<file path="src/rtl/rotator_engine_pkg.sv">
// Shared op codes and FSM state encoding for the rotator engine.
package rotator_engine_pkg;

  localparam logic [2:0] OP_LOAD = 3'b000;
  localparam logic [2:0] OP_ROR  = 3'b001;
  localparam logic [2:0] OP_ROL  = 3'b010;
  localparam logic [2:0] OP_SRL  = 3'b011;
  localparam logic [2:0] OP_SLL  = 3'b100;
  localparam logic [2:0] OP_SRA  = 3'b101;

  typedef enum logic {
    ST_IDLE = 1'b0,
    ST_RUN  = 1'b1
  } state_e;

endpackage

</file>
<file path="src/rtl/rotator_engine_step.sv">
// One combinational move of up to STEP positions on the data word.
// Sign fill for op 101 exists only when ROTATOR_ENGINE_SRA_EN is defined; otherwise op 101 behaves as SRL.
module rotator_engine_step
  import rotator_engine_pkg::*;
#(
  parameter int WIDTH = 100,
  parameter int STEP  = 4,
  parameter int S_W   = $clog2(STEP + 1)
) (
  input  logic [WIDTH-1:0] q_i,
  input  logic [2:0]       op_i,
  input  logic [S_W-1:0]   s_i,
  output logic [WIDTH-1:0] q_o,
  output logic             carry_o
);

  logic [31:0]      s_ext;
  logic [31:0]      back;
  logic [WIDTH-1:0] shl;
  logic [WIDTH-1:0] shr;
  logic [WIDTH-1:0] out_hi;
  logic [WIDTH-1:0] out_lo;
  logic [WIDTH-1:0] r_tmp;
  logic             carry_l;
  logic             carry_r;

  // Shift amounts of WIDTH or more give zero, so s_i==0 degrades safely.
  always_comb begin
    s_ext   = 32'(s_i);
    back    = 32'(WIDTH) - s_ext;
    shl     = q_i << s_ext;
    shr     = q_i >> s_ext;
    out_hi  = q_i >> back;
    out_lo  = q_i << back;
    r_tmp   = q_i >> (s_ext - 32'd1);
    carry_l = out_hi[0];
    carry_r = r_tmp[0];
    q_o     = q_i;
    carry_o = 1'b0;
    case (op_i)
      OP_ROL: begin
        q_o     = shl | out_hi;
        carry_o = carry_l;
      end
      OP_SLL: begin
        q_o     = shl;
        carry_o = carry_l;
      end
      OP_ROR: begin
        q_o     = shr | out_lo;
        carry_o = carry_r;
      end
`ifdef ROTATOR_ENGINE_SRA_EN
      OP_SRL: begin
        q_o     = shr;
        carry_o = carry_r;
      end
      OP_SRA: begin
        q_o     = shr | (q_i[WIDTH-1] ? ~({WIDTH{1'b1}} >> s_ext) : '0);
        carry_o = carry_r;
      end
`else
      OP_SRL, OP_SRA: begin
        q_o     = shr;
        carry_o = carry_r;
      end
`endif
      default: begin
        q_o     = q_i;
        carry_o = 1'b0;
      end
    endcase
  end

endmodule

</file>
<file path="src/rtl/rotator_engine.sv">
// Multi-cycle rotate/shift engine with valid/ready command intake.
// Optional arithmetic shift right enabled by ROTATOR_ENGINE_SRA_EN.
//
// state   | meaning
// IDLE    | cmd_ready high; LOAD/NOP/zero-amount commands complete here
// RUN     | moving min(remaining, STEP) bits per clock, commands ignored
module rotator_engine
  import rotator_engine_pkg::*;
#(
  parameter int WIDTH = 100,
  parameter int STEP  = 4,
  parameter int AMT_W = $clog2(WIDTH) + 2
) (
  input  logic             clk,
  input  logic             rst_n,
  input  logic             cmd_valid,
  output logic             cmd_ready,
  input  logic [2:0]       cmd_op,
  input  logic [AMT_W-1:0] cmd_amt,
  input  logic [WIDTH-1:0] load_data,
  output logic [WIDTH-1:0] q,
  output logic             carry_out,
  output logic             done
);

  localparam int S_W = $clog2(STEP + 1);

  state_e           state_q, state_d;
  logic [AMT_W-1:0] rem_q, rem_d;
  logic [2:0]       op_q, op_d;
  logic [WIDTH-1:0] q_q, q_d;
  logic             carry_q, carry_d;
  logic             done_q, done_d;

  logic [AMT_W-1:0] eff;
  logic [S_W-1:0]   step_s;
  logic [WIDTH-1:0] step_q;
  logic             step_c;

  always_comb begin
    eff = '0;
    case (cmd_op)
      OP_ROR, OP_ROL:         eff = cmd_amt % AMT_W'(WIDTH);
      OP_SRL, OP_SLL, OP_SRA: eff = (cmd_amt > AMT_W'(WIDTH)) ? AMT_W'(WIDTH) : cmd_amt;
      default:                eff = '0;
    endcase
  end

  assign step_s = (rem_q > AMT_W'(STEP)) ? S_W'(STEP) : S_W'(rem_q);

  rotator_engine_step #(
    .WIDTH (WIDTH),
    .STEP  (STEP),
    .S_W   (S_W)
  ) u_step (
    .q_i     (q_q),
    .op_i    (op_q),
    .s_i     (step_s),
    .q_o     (step_q),
    .carry_o (step_c)
  );

  always_comb begin
    state_d = state_q;
    rem_d   = rem_q;
    op_d    = op_q;
    q_d     = q_q;
    carry_d = carry_q;
    done_d  = 1'b0;
    case (state_q)
      ST_IDLE: begin
        if (cmd_valid) begin
          if (cmd_op == OP_LOAD) begin
            q_d    = load_data;
            done_d = 1'b1;
          end else if (eff != '0) begin
            state_d = ST_RUN;
            rem_d   = eff;
            op_d    = cmd_op;
          end else begin
            done_d = 1'b1;
          end
        end
      end
      ST_RUN: begin
        q_d     = step_q;
        carry_d = step_c;
        rem_d   = rem_q - AMT_W'(step_s);
        if (rem_d == '0) begin
          state_d = ST_IDLE;
          done_d  = 1'b1;
        end
      end
      default: state_d = ST_IDLE;
    endcase
  end

  always_ff @(posedge clk or negedge rst_n) begin
    if (!rst_n) begin
      state_q <= ST_IDLE;
      rem_q   <= '0;
      op_q    <= OP_LOAD;
      q_q     <= '0;
      carry_q <= 1'b0;
      done_q  <= 1'b0;
    end else begin
      state_q <= state_d;
      rem_q   <= rem_d;
      op_q    <= op_d;
      q_q     <= q_d;
      carry_q <= carry_d;
      done_q  <= done_d;
    end
  end

  assign cmd_ready = (state_q == ST_IDLE);
  assign q         = q_q;
  assign carry_out = carry_q;
  assign done      = done_q;

endmodule

</file>
<file path="config.mk">
export PLATFORM = sky130hd
export DESIGN_NAME = rotator_engine
export DESIGN_NICKNAME = d
export VERILOG_FILES = /design/src/rtl/rotator_engine_pkg.sv /design/src/rtl/rotator_engine_step.sv /design/src/rtl/rotator_engine.sv
export SDC_FILE = /design/constraint.sdc
export NUM_CORES = 1
export LEC_CHECK = 0
export CORE_UTILIZATION = 35
export DETAILED_ROUTE_END_ITERATION = 10
export DONT_BUFFER_PORTS = 1
export PLACE_DENSITY = 0.49
export SLEW_MARGIN = 0
export SYNTH_ARGS = -nofsm -noshare
export SYNTH_HDL_FRONTEND = slang
export SYNTH_SLANG_ARGS = --single-unit
</file>
<file path="constraint.sdc">
create_clock -name clk -period 4.85 [get_ports clk]
set_clock_uncertainty 0.05 [all_clocks]
set_input_delay 0.97 -clock clk [delete_from_list [all_inputs] [get_ports clk]]
set_output_delay 0.97 -clock clk [all_outputs]
set_load 0.1 [all_outputs]
</file>
* Word-level counts from Yosys, hierarchy flattened *
Cells that the tools add are included.

operators by class
  $add $sub $neg = 3
  div/mod/pow operators = 1
  magnitude comparators = 2
  eq/ne operators = 15
  shift-type cells = 5
  mux-type cells = 22
  bitwise gates (word level) = 4
  reductions and logical operators = 11

operators by type and width
  operator                                                              number
  100-bit case mux with 4 select lines                                  1
  100-bit 2-to-1 mux                                                    2
  100-bit OR                                                            2
  100-bit case mux with 2 select lines                                  1
  100-bit by 3-bit left shift with 100-bit output                       1
  100-bit by 32-bit left shift with 100-bit output                      1
  100-bit by 3-bit >> shifter with 100-bit output                       1
  100-bit by 32-bit >> shifter with 1-bit output                        1
  100-bit by 32-bit >> shifter with 100-bit output                      1
  9-bit 2-to-1 mux                                                      4
  9-bit case mux with 2 select lines                                    2
  3-bit by 2-bit == test with 1-bit output, second input constant       4
  3-bit == test, second input constant                                  4
  9-bit by 3-bit > comparator with 1-bit output, second input constant  1
  9-bit by 7-bit > comparator with 1-bit output, second input constant  1
  9-bit zero test                                                       1
  9-bit by 7-bit modulo with 9-bit output, second input constant        1
  9-bit nonzero test                                                    1
  9-bit by 3-bit subtractor with 9-bit output                           1
  1-bit 2-to-1 mux                                                      8
  7-bit by 3-bit subtractor with 8-bit output, first input constant     1
  3-bit by 1-bit == test with 1-bit output, second input constant       2
  1-bit case mux with 2 select lines                                    3
  3-bit AND reduction                                                   2
  10 further kinds                                                      16

storage, ports and cells
  flip-flop bits (word level) = 115
  input port bits = 115
  output and inout port bits = 103
  logic and storage cells = 69

* Depth between registers and ports, before layout *
Gate-level depths: netlist (run 1).

  depth after elaboration = 8
  gate-level depth with buffers = 16
  depth with buffers taken out = 12

* Cells and area by module *
From an unflattened synthesis (run 1), not the netlist that was laid out.

unflattened totals
  cells, all modules = 1988
  area, all modules = 17177.7 µm²

modules (own cells, without submodules)
  module               times used  cells each  area each (µm²)  seq. area each (µm²)
  rotator_engine_step  1           1348        11071.9          0.0
  rotator_engine       1           640         6105.9           2877.8

* Least setup slack after synthesis (run 1) *
No wires, ideal clock.

  path type = register -> register
  start point = register rem_q[5]
  end point = register rem_q[8]
  library setup time = 83 ps
  data arrival time = 3678 ps
  required time = 4717 ps
  path slack = 1039 ps
  stages on the path, launching flop included = 17
  buffers on the path = 4
  clock period less this slack = 3811 ps
  path through = dfrtp_1 -> or3_1 -> clkbuf_1 -> nor3_2 -> clkinv_1 -> clkbuf_1 -> clkbuf_1 -> clkbuf_1 -> nand2_1 -> ha_1 -> or2_2 -> a221oi_1 -> nor2b_1 -> nand2_1 -> or3_1 -> or2_2 -> o21ai_0

between the ends
  word-level cells in the longest chain between the ends = 4

RTL lines
  element                                          line                   text
  start: declaration                               rotator_engine.sv:29   logic [AMT_W-1:0] rem_q, rem_d;
  start signal: assignment                         rotator_engine.sv:108  rem_q <= rem_d;
  9-bit by 3-bit > comparator with 1-bit output    rotator_engine.sv:49   assign step_s = (rem_q > AMT_W'(STEP)) ? S_W'(STEP) : S_W'(rem_q);
  3-bit 2-to-1 mux                                 rotator_engine.sv:49
  9-bit by 3-bit subtractor with 9-bit output (*)  rotator_engine.sv:88   rem_d = rem_q - AMT_W'(step_s);
  9-bit case mux with 2 select lines (*)           rotator_engine.sv:70   case (state_q)

Mark *: on every way between the ends. The rest lies on a longest branch, timed or not.
A chain may end at the register's enable or synchronous reset.

* Final worst setup path (run 1) *
  start point = register rem_q[0]
  end point = register q_q[98], in the netlist q[98]

between the ends
  word-level cells in the longest chain between the ends = 7
  elaborated cells between the ends (all ways) = 11
  classes of those cells = add/sub (1); order compare (1); shift (4); mux (3); bitwise (2)

RTL lines
  element                                                                                                                      line                                                  text
  9-bit by 3-bit > comparator with 1-bit output                                                                                rotator_engine.sv:49
  3-bit 2-to-1 mux (*)                                                                                                         rotator_engine.sv:49
  7-bit by 3-bit subtractor with 8-bit output                                                                                  rotator_engine_step.sv:30                             back = 32'(WIDTH) - s_ext;
  100-bit by 32-bit left shift with 100-bit output / 100-bit by 32-bit >> shifter with 100-bit output (equally long branches)  rotator_engine_step.sv:34, rotator_engine_step.sv:33
  100-bit OR, on equally long branches                                                                                         rotator_engine_step.sv:50, rotator_engine_step.sv:42
  100-bit case mux with 4 select lines (*)                                                                                     rotator_engine_step.sv:40                             case (op_i)
  100-bit case mux with 2 select lines (*)                                                                                     rotator_engine.sv:70
  end signal: assignment                                                                                                       rotator_engine.sv:110                                 q_q <= q_d;
  end: declaration                                                                                                             rotator_engine.sv:31                                  logic [WIDTH-1:0] q_q, q_d;

Marks and branches as above.

==> results.py, run 1 <==
metrics = {
    "timing": {
        "finalSetupViolCount": 0,
        "hold_viol": 0,
        "max_slew_margin_pct": 18.69,
        "rsz0062_at_grt": "false",
        "finalSetupTns_ns": 0,
        "min_period_over_period_pct": 74.56,
        "worstMarginPinSlew_ns": 1.220,
        "period_needed_ns": 3.616,
        "fmax_ghz": 0.2765,
        "slew_viol_final": 0,
    },
    "logic_synthesis": {
        "synth.top_cell.area_share_pct": 23.10,
        "postSynthCellCount": 1981,
        "yosys.area.top_type": "dfrtp_1",
        "synth_ff_type": "dfrtp_1",
        "ys_ff_latch": 115,
        "syn-num-nets": 2099,
        "synth_cell_types": 69,
        "synth_area_mm2": 0.01246,
        "ys_seq_area_share_pct": 23.10,
        "synth_area_leaders": "dfrtp_1 (23%), o21ai_0 (15%), nor2_1 (7.8%), nor3_1 (7.8%), nand2_1 (7.0%)",
        "syn_area_per_cell_um2": 6.289,
        "synth_edf_count": 0,
        "async_reset_ff_share_pct": 100.0,
        "yosysWarningCount": 0,
    },
    "final_layout": {
        "final_common_cell": "o21ai_0",
        "regArea_mm2": 0.002885,
        "syn2layout_area_growth_pct": 6.015,
        "fin_area_mm2": 0.01321,
        "final_nets": 1960,
        "layout-drive-gt1-share_pct": 5.990,
        "final_cell_mix": "o21ai_0 (382), nor2_1 (259), nand2_1 (233), nor3_1 (193), nand3_1 (157)",
        "final_util_pct": 37.96,
        "n_fill_cell": 3788,
        "multi_input_area_mm2": 0.008792,
    },
    "setup_path": {
        "cp_cell_sequence": "inv_1, nor4_4, inv_2, ha_1, inv_1, ha_1, nor2b_1, nand3_1, a211o_1, o2111ai_1, o21ai_0, o21ai_0",
        "crit_family": "simple AND/OR/NAND/NOR gates",
        "critPathBufInv": 3,
        "crit_type": "reg2reg",
        "critPathMaxStageDelay_ns": 0.79,
        "worstPathMaxFanout": 64,
        "worst_ep_required_time_ns": 5.17,
        "worst_setup_path_end_kind": "flip-flop",
        "cp_slowest_cell": "dfrtp_4",
        "startpoint_type": "flip-flop",
        "critPathArrivalTime_ns": 3.93,
    },
    "die": {
        "die_x_um": 190.7,
        "start_util_pct": 35.80,
        "ios": 218,
        "die_h_um": 190.7,
        "core.rowCount": 68,
        "core_mm2": 0.03480,
        "dieArea_mm2": 0.03636,
    },
    "clocking": {
        "holdBufCountCts": 0,
        "clock-sinks": 115,
        "clock_path_buffers": 2,
        "cts_setup_buffers": 0,
        "path_clk_slew_ns": 0.06,
        "root_buffer": "clkbuf_16",
        "cts-resized-gates": 0,
        "cts_tree": "done",
        "htree_levels": 4,
        "cts_made_buffers": 17,
        "clock_latency_ns": 0.45,
    },
    "global_route": {
        "grt.total_usage_pct": 26.16,
        "grt_pass1_wl_um": 76420,
        "grt_overflow": 0,
        "first_global_vias": 13517,
        "grt_max_degree": 256,
        "antenna_found_initial": 6,
    },
    "placement": {
        "dpl.hpwl_um": 30730,
        "routabilityCongestion": 0.8724,
        "port_buffers": 0,
        "dpl_cell_area_mm2": 0.01266,
    },
    "detailed_routing": {
        "ant_nets": 0,
        "wl_per_cell_um": 20.74,
        "wl_um": 47960,
        "first_pass_iters": 6,
        "vias_per_cell": 6.283,
        "drtIter0Drc": 1662,
        "dr_total_vias": 14526,
        "drc_errors": 0,
    },
    "flow_run": {
        "drv_cap": 0,
    },
    "worst_hold_path": {
        "min_path_type": "in2async",
    },
    "run_status": {
        "status": "finished clean",
    },
}
## worst paths after layout
kind	from	endpoint	slack, ns	cells after the start
setup / recovery	rem_q[0]$_DFFE_PN0P_	q[98]$_DFFE_PN0P_	1.23	12
min in group clk	q[93]$_DFFE_PN0P_	q[93]$_DFFE_PN0P_	0.46	2
setup reg to reg	rem_q[0]$_DFFE_PN0P_	q[98]$_DFFE_PN0P_	1.23	12
max in group asynchronous	rst_n	rem_q[0]$_DFFE_PN0P_	4.06	0
hold / removal	rst_n	q[11]$_DFFE_PN0P_	0.19	0
hold reg to reg	q[93]$_DFFE_PN0P_	q[93]$_DFFE_PN0P_	0.46	2
## cell families (layout without fill, tap and decap cells)
logic type / after synthesis / in the layout / share of synthesized area [%]
and+or+nand+nor: 966 / 966 / 35.42
other: 1 / 5 / 0.03010
AOI/OAI and AO/OA: 627 / 627 / 28.64
adders and majority gates: 3 / 3 / 0.3013
xor gates and xnor gates: 9 / 9 / 0.6327
buffers and inverters: 213 / 85 / 6.698
DFF: 115 / 115 / 23.10
muxes: 47 / 47 / 5.182
## metrics by stage
stage	hold slack, ns	setup WS [ns]	instances
final	0.1851	1.234	2312
after global routing	0.1515	0.9746	2312
after CTS	0.1563	1.238	2308
after detailed placement	0.4446	1.261	2278
after global placement	0.4426	1.291	2278
after floorplan	0.4564	1.039	1981
## sequential cells by signal, summed over array words and instances, names as in the netlist
| register | count |
|---|---|
| q | 100 |
| done | 1 |
| state_q | 1 |
| rem_q | 9 |
| carry_out | 1 |
| op_q | 3 |
## worst register-to-register path, stage by stage, from the launching register on
cell and delay (ns):
dfrtp_4 0.79, inv_1 0.41, nor4_4 0.37, inv_2 0.29
ha_1 0.29, inv_1 0.06, ha_1 0.16, nor2b_1 0.32
nand3_1 0.20, a211o_1 0.26, o2111ai_1 0.09, o21ai_0 0.10
o21ai_0 0.15
## Yosys cell counts, types with 7 or more instances
master	n
o21ai_0	382
nor2_1	259
nand2_1	234
nor3_1	193
clkbuf_1	162
nand3_1	157
dfrtp_1	115
a21oi_1	106
or3_1	91
mux2i_1	30
a31oi_1	18
buf_2	18
a211oi_1	17
buf_1	16
a311oi_1	15
mux4_2	13
inv_1	10
o211ai_1	10
o22ai_1	8
o31ai_1	8
xor2_1	7
## area by class of cell
cell class,instances,share of cell area (%)
Timing Repair Buffer,41,2.709
Multi-Input combinational cell,1653,66.56
Antenna cell,4,0.07578
Clock inverter,6,0.4168
Tap cell,455,4.310
Sequential cell,115,21.84
Inverter,14,0.4357
Clock buffer,24,3.647
## metal layers
metal  wire length (um)  global-route usage, %  vias up
li1                   -                      -     6918
met1              21190                  36.28     6951
met2              22420                  41.27      595
met3               3474                  4.104       58
met4                853                  8.277        4
met5                 27                      0        -
Power of run 1 is not shown: default switching activity piles up to over one toggle a cycle in this logic, so the estimate is an artifact.
==> inputs of run 2 (changes only) <==
Clock period 4.85 ns to 3.51 ns, I/O delays scaled along.
==> results.py, run 2 (synthesized netlist as in run 1, its figures left out) <==
metrics = {
    "run_status": {
        "status": "finished clean",
    },
    "setup_path": {
        "startpoint_type": "flip-flop",
        "crit_type": "reg2reg",
        "worst_setup_path_end_kind": "flip-flop",
        "worst_ep_required_time_ns": 3.76,
        "worstPathMaxFanout": 64,
        "critPathArrivalTime_ns": 3.46,
    },
    "die": {
        "die_h_um": 190.7,
        "dieArea_mm2": 0.03636,
        "start_util_pct": 35.80,
        "core.rowCount": 68,
        "ios": 218,
        "core_mm2": 0.03480,
        "die_x_um": 190.7,
    },
    "clocking": {
        "root_buffer": "clkbuf_16",
        "cts_tree": "done",
        "htree_levels": 4,
        "clock_latency_ns": 0.45,
        "cts_made_buffers": 17,
        "clock-sinks": 115,
        "path_clk_slew_ns": 0.07,
        "clock_path_buffers": 2,
    },
    "detailed_routing": {
        "wl_um": 48210,
        "vias_per_cell": 6.162,
        "dr_total_vias": 14839,
        "wl_met2_um": 22030,
        "first_pass_iters": 6,
        "wl_met3_um": 3316,
        "ant_nets": 0,
        "highest_layer": "met4",
        "m1WireLength_um": 21630,
        "drtIter0Drc": 1582,
        "drc_errors": 0,
        "wl_per_cell_um": 20.02,
    },
    "worst_hold_path": {
        "min_path_type": "in2async",
    },
    "global_route": {
        "grt_pass1_wl_um": 76380,
        "grt_overflow": 0,
        "first_global_vias": 13697,
        "antenna_found_initial": 3,
        "grt_max_degree": 116,
        "grt.total_usage_pct": 26.37,
    },
    "timing": {
        "finalSetupViolCount": 0,
        "finalSetupTns_ns": 0,
        "min_period_over_period_pct": 91.30,
        "max_slew_margin_pct": 20.07,
        "rsz0062_at_grt": "false",
        "worst_hold_slack_ns": 0.09952,
        "fmax_ghz": 0.3120,
        "worstMarginPinSlew_ns": 1.199,
        "slew_viol_final": 0,
        "hold_viol": 0,
        "period_needed_ns": 3.205,
    },
    "final_layout": {
        "syn2layout_area_growth_pct": 13.20,
        "final_nets": 2056,
        "final_util_pct": 40.53,
        "final_common_cell": "o21ai_0",
        "n_fill_cell": 3745,
        "fin_area_mm2": 0.01410,
        "layout-drive-gt1-share_pct": 10.81,
        "largest_register_ffs": 100,
        "final_cell_mix": "o21ai_0 (382), nor2_1 (259), nand2_1 (233), nor3_1 (193), nand3_1 (157)",
    },
    "placement": {
        "dpl.hpwl_um": 31850,
        "routabilityCongestion": 0.8333,
        "dpl_cell_area_mm2": 0.01343,
        "port_buffers": 0,
    },
    "flow_run": {
        "drv_cap": 0,
    },
}
-- run 2: layer usage --
metal,global-route usage (%),up-vias
met3,4.674,66
met1,35.95,7079
li1,-,7090
met2,41.26,604
met4,9.908,0
met5,0,-
-- run 2: area by class of cell --
| cell class | instances | area [um^2] | area share [%] |
|---|---|---|---|
| multi-input combinational | 1653 | 8792 | 62.34 |
| sequential | 115 | 2885 | 20.46 |
| tap | 455 | 569.3 | 4.037 |
| clock buffer | 23 | 488.0 | 3.460 |
| antenna | 2 | 5.005 | 0.03549 |
| clock inverter | 9 | 150.1 | 1.065 |
| inverter | 14 | 57.56 | 0.4081 |
| timing repair buffer | 137 | 1156 | 8.197 |
-- run 2: what timing repair did --
| action | in CTS | in global routing |
|---|---|---|
| resized for setup | 0 | 2 |
| hold buffers | 1 | 0 |
| setup buffers | 0 | 0 |
| endpoints found under the hold margin | 115 | 0 |
| setup endpoints to repair | 0 | 2 |
-- run 2: path summary, 6_finish.rpt --
kind | startpoint | end | slack, ns | depth (start not counted)
max in group asynchronous | rst_n | rem_q[0]$_DFFE_PN0P_ | 2.67 | 1
min in group clk | cmd_op[1] | op_q[1]$_DFFE_PN0P_ | 0.36 | 1
max reg2reg | rem_q[5]$_DFFE_PN0P_ | q[76]$_DFFE_PN0P_ | 0.31 | 10
max | rem_q[5]$_DFFE_PN0P_ | q[76]$_DFFE_PN0P_ | 0.31 | 10
min | rst_n | q[24]$_DFFE_PN0P_ | 0.1 | 1
min reg2reg | rem_q[8]$_DFFE_PN0P_ | rem_q[8]$_DFFE_PN0P_ | 0.50 | 2
-- run 2: stage by stage --
stage / worst slack, ns / std cells
2_1_floorplan: 0.01097 / 1981
3_3_place_gp: 0.2293 / 2373
3_5_place_dp: 0.2139 / 2373
4_1_cts: 0.1971 / 2406
5_1_grt: 0.01131 / 2408
6_report: 0.3052 / 2408
-- run 2: critical path, cell delays in order, from the launching register on --
cell	delay [ns]
dfrtp_1	0.43
or3_1	0.30
nor4_4	0.07
inv_4	0.06
buf_4	0.62
buf_4	0.60
nor3_1	0.12
o21ai_0	0.19
o21ai_0	0.11
o21ai_0	0.33
a21oi_1	0.11
Power of run 2 is left out for the same reason.
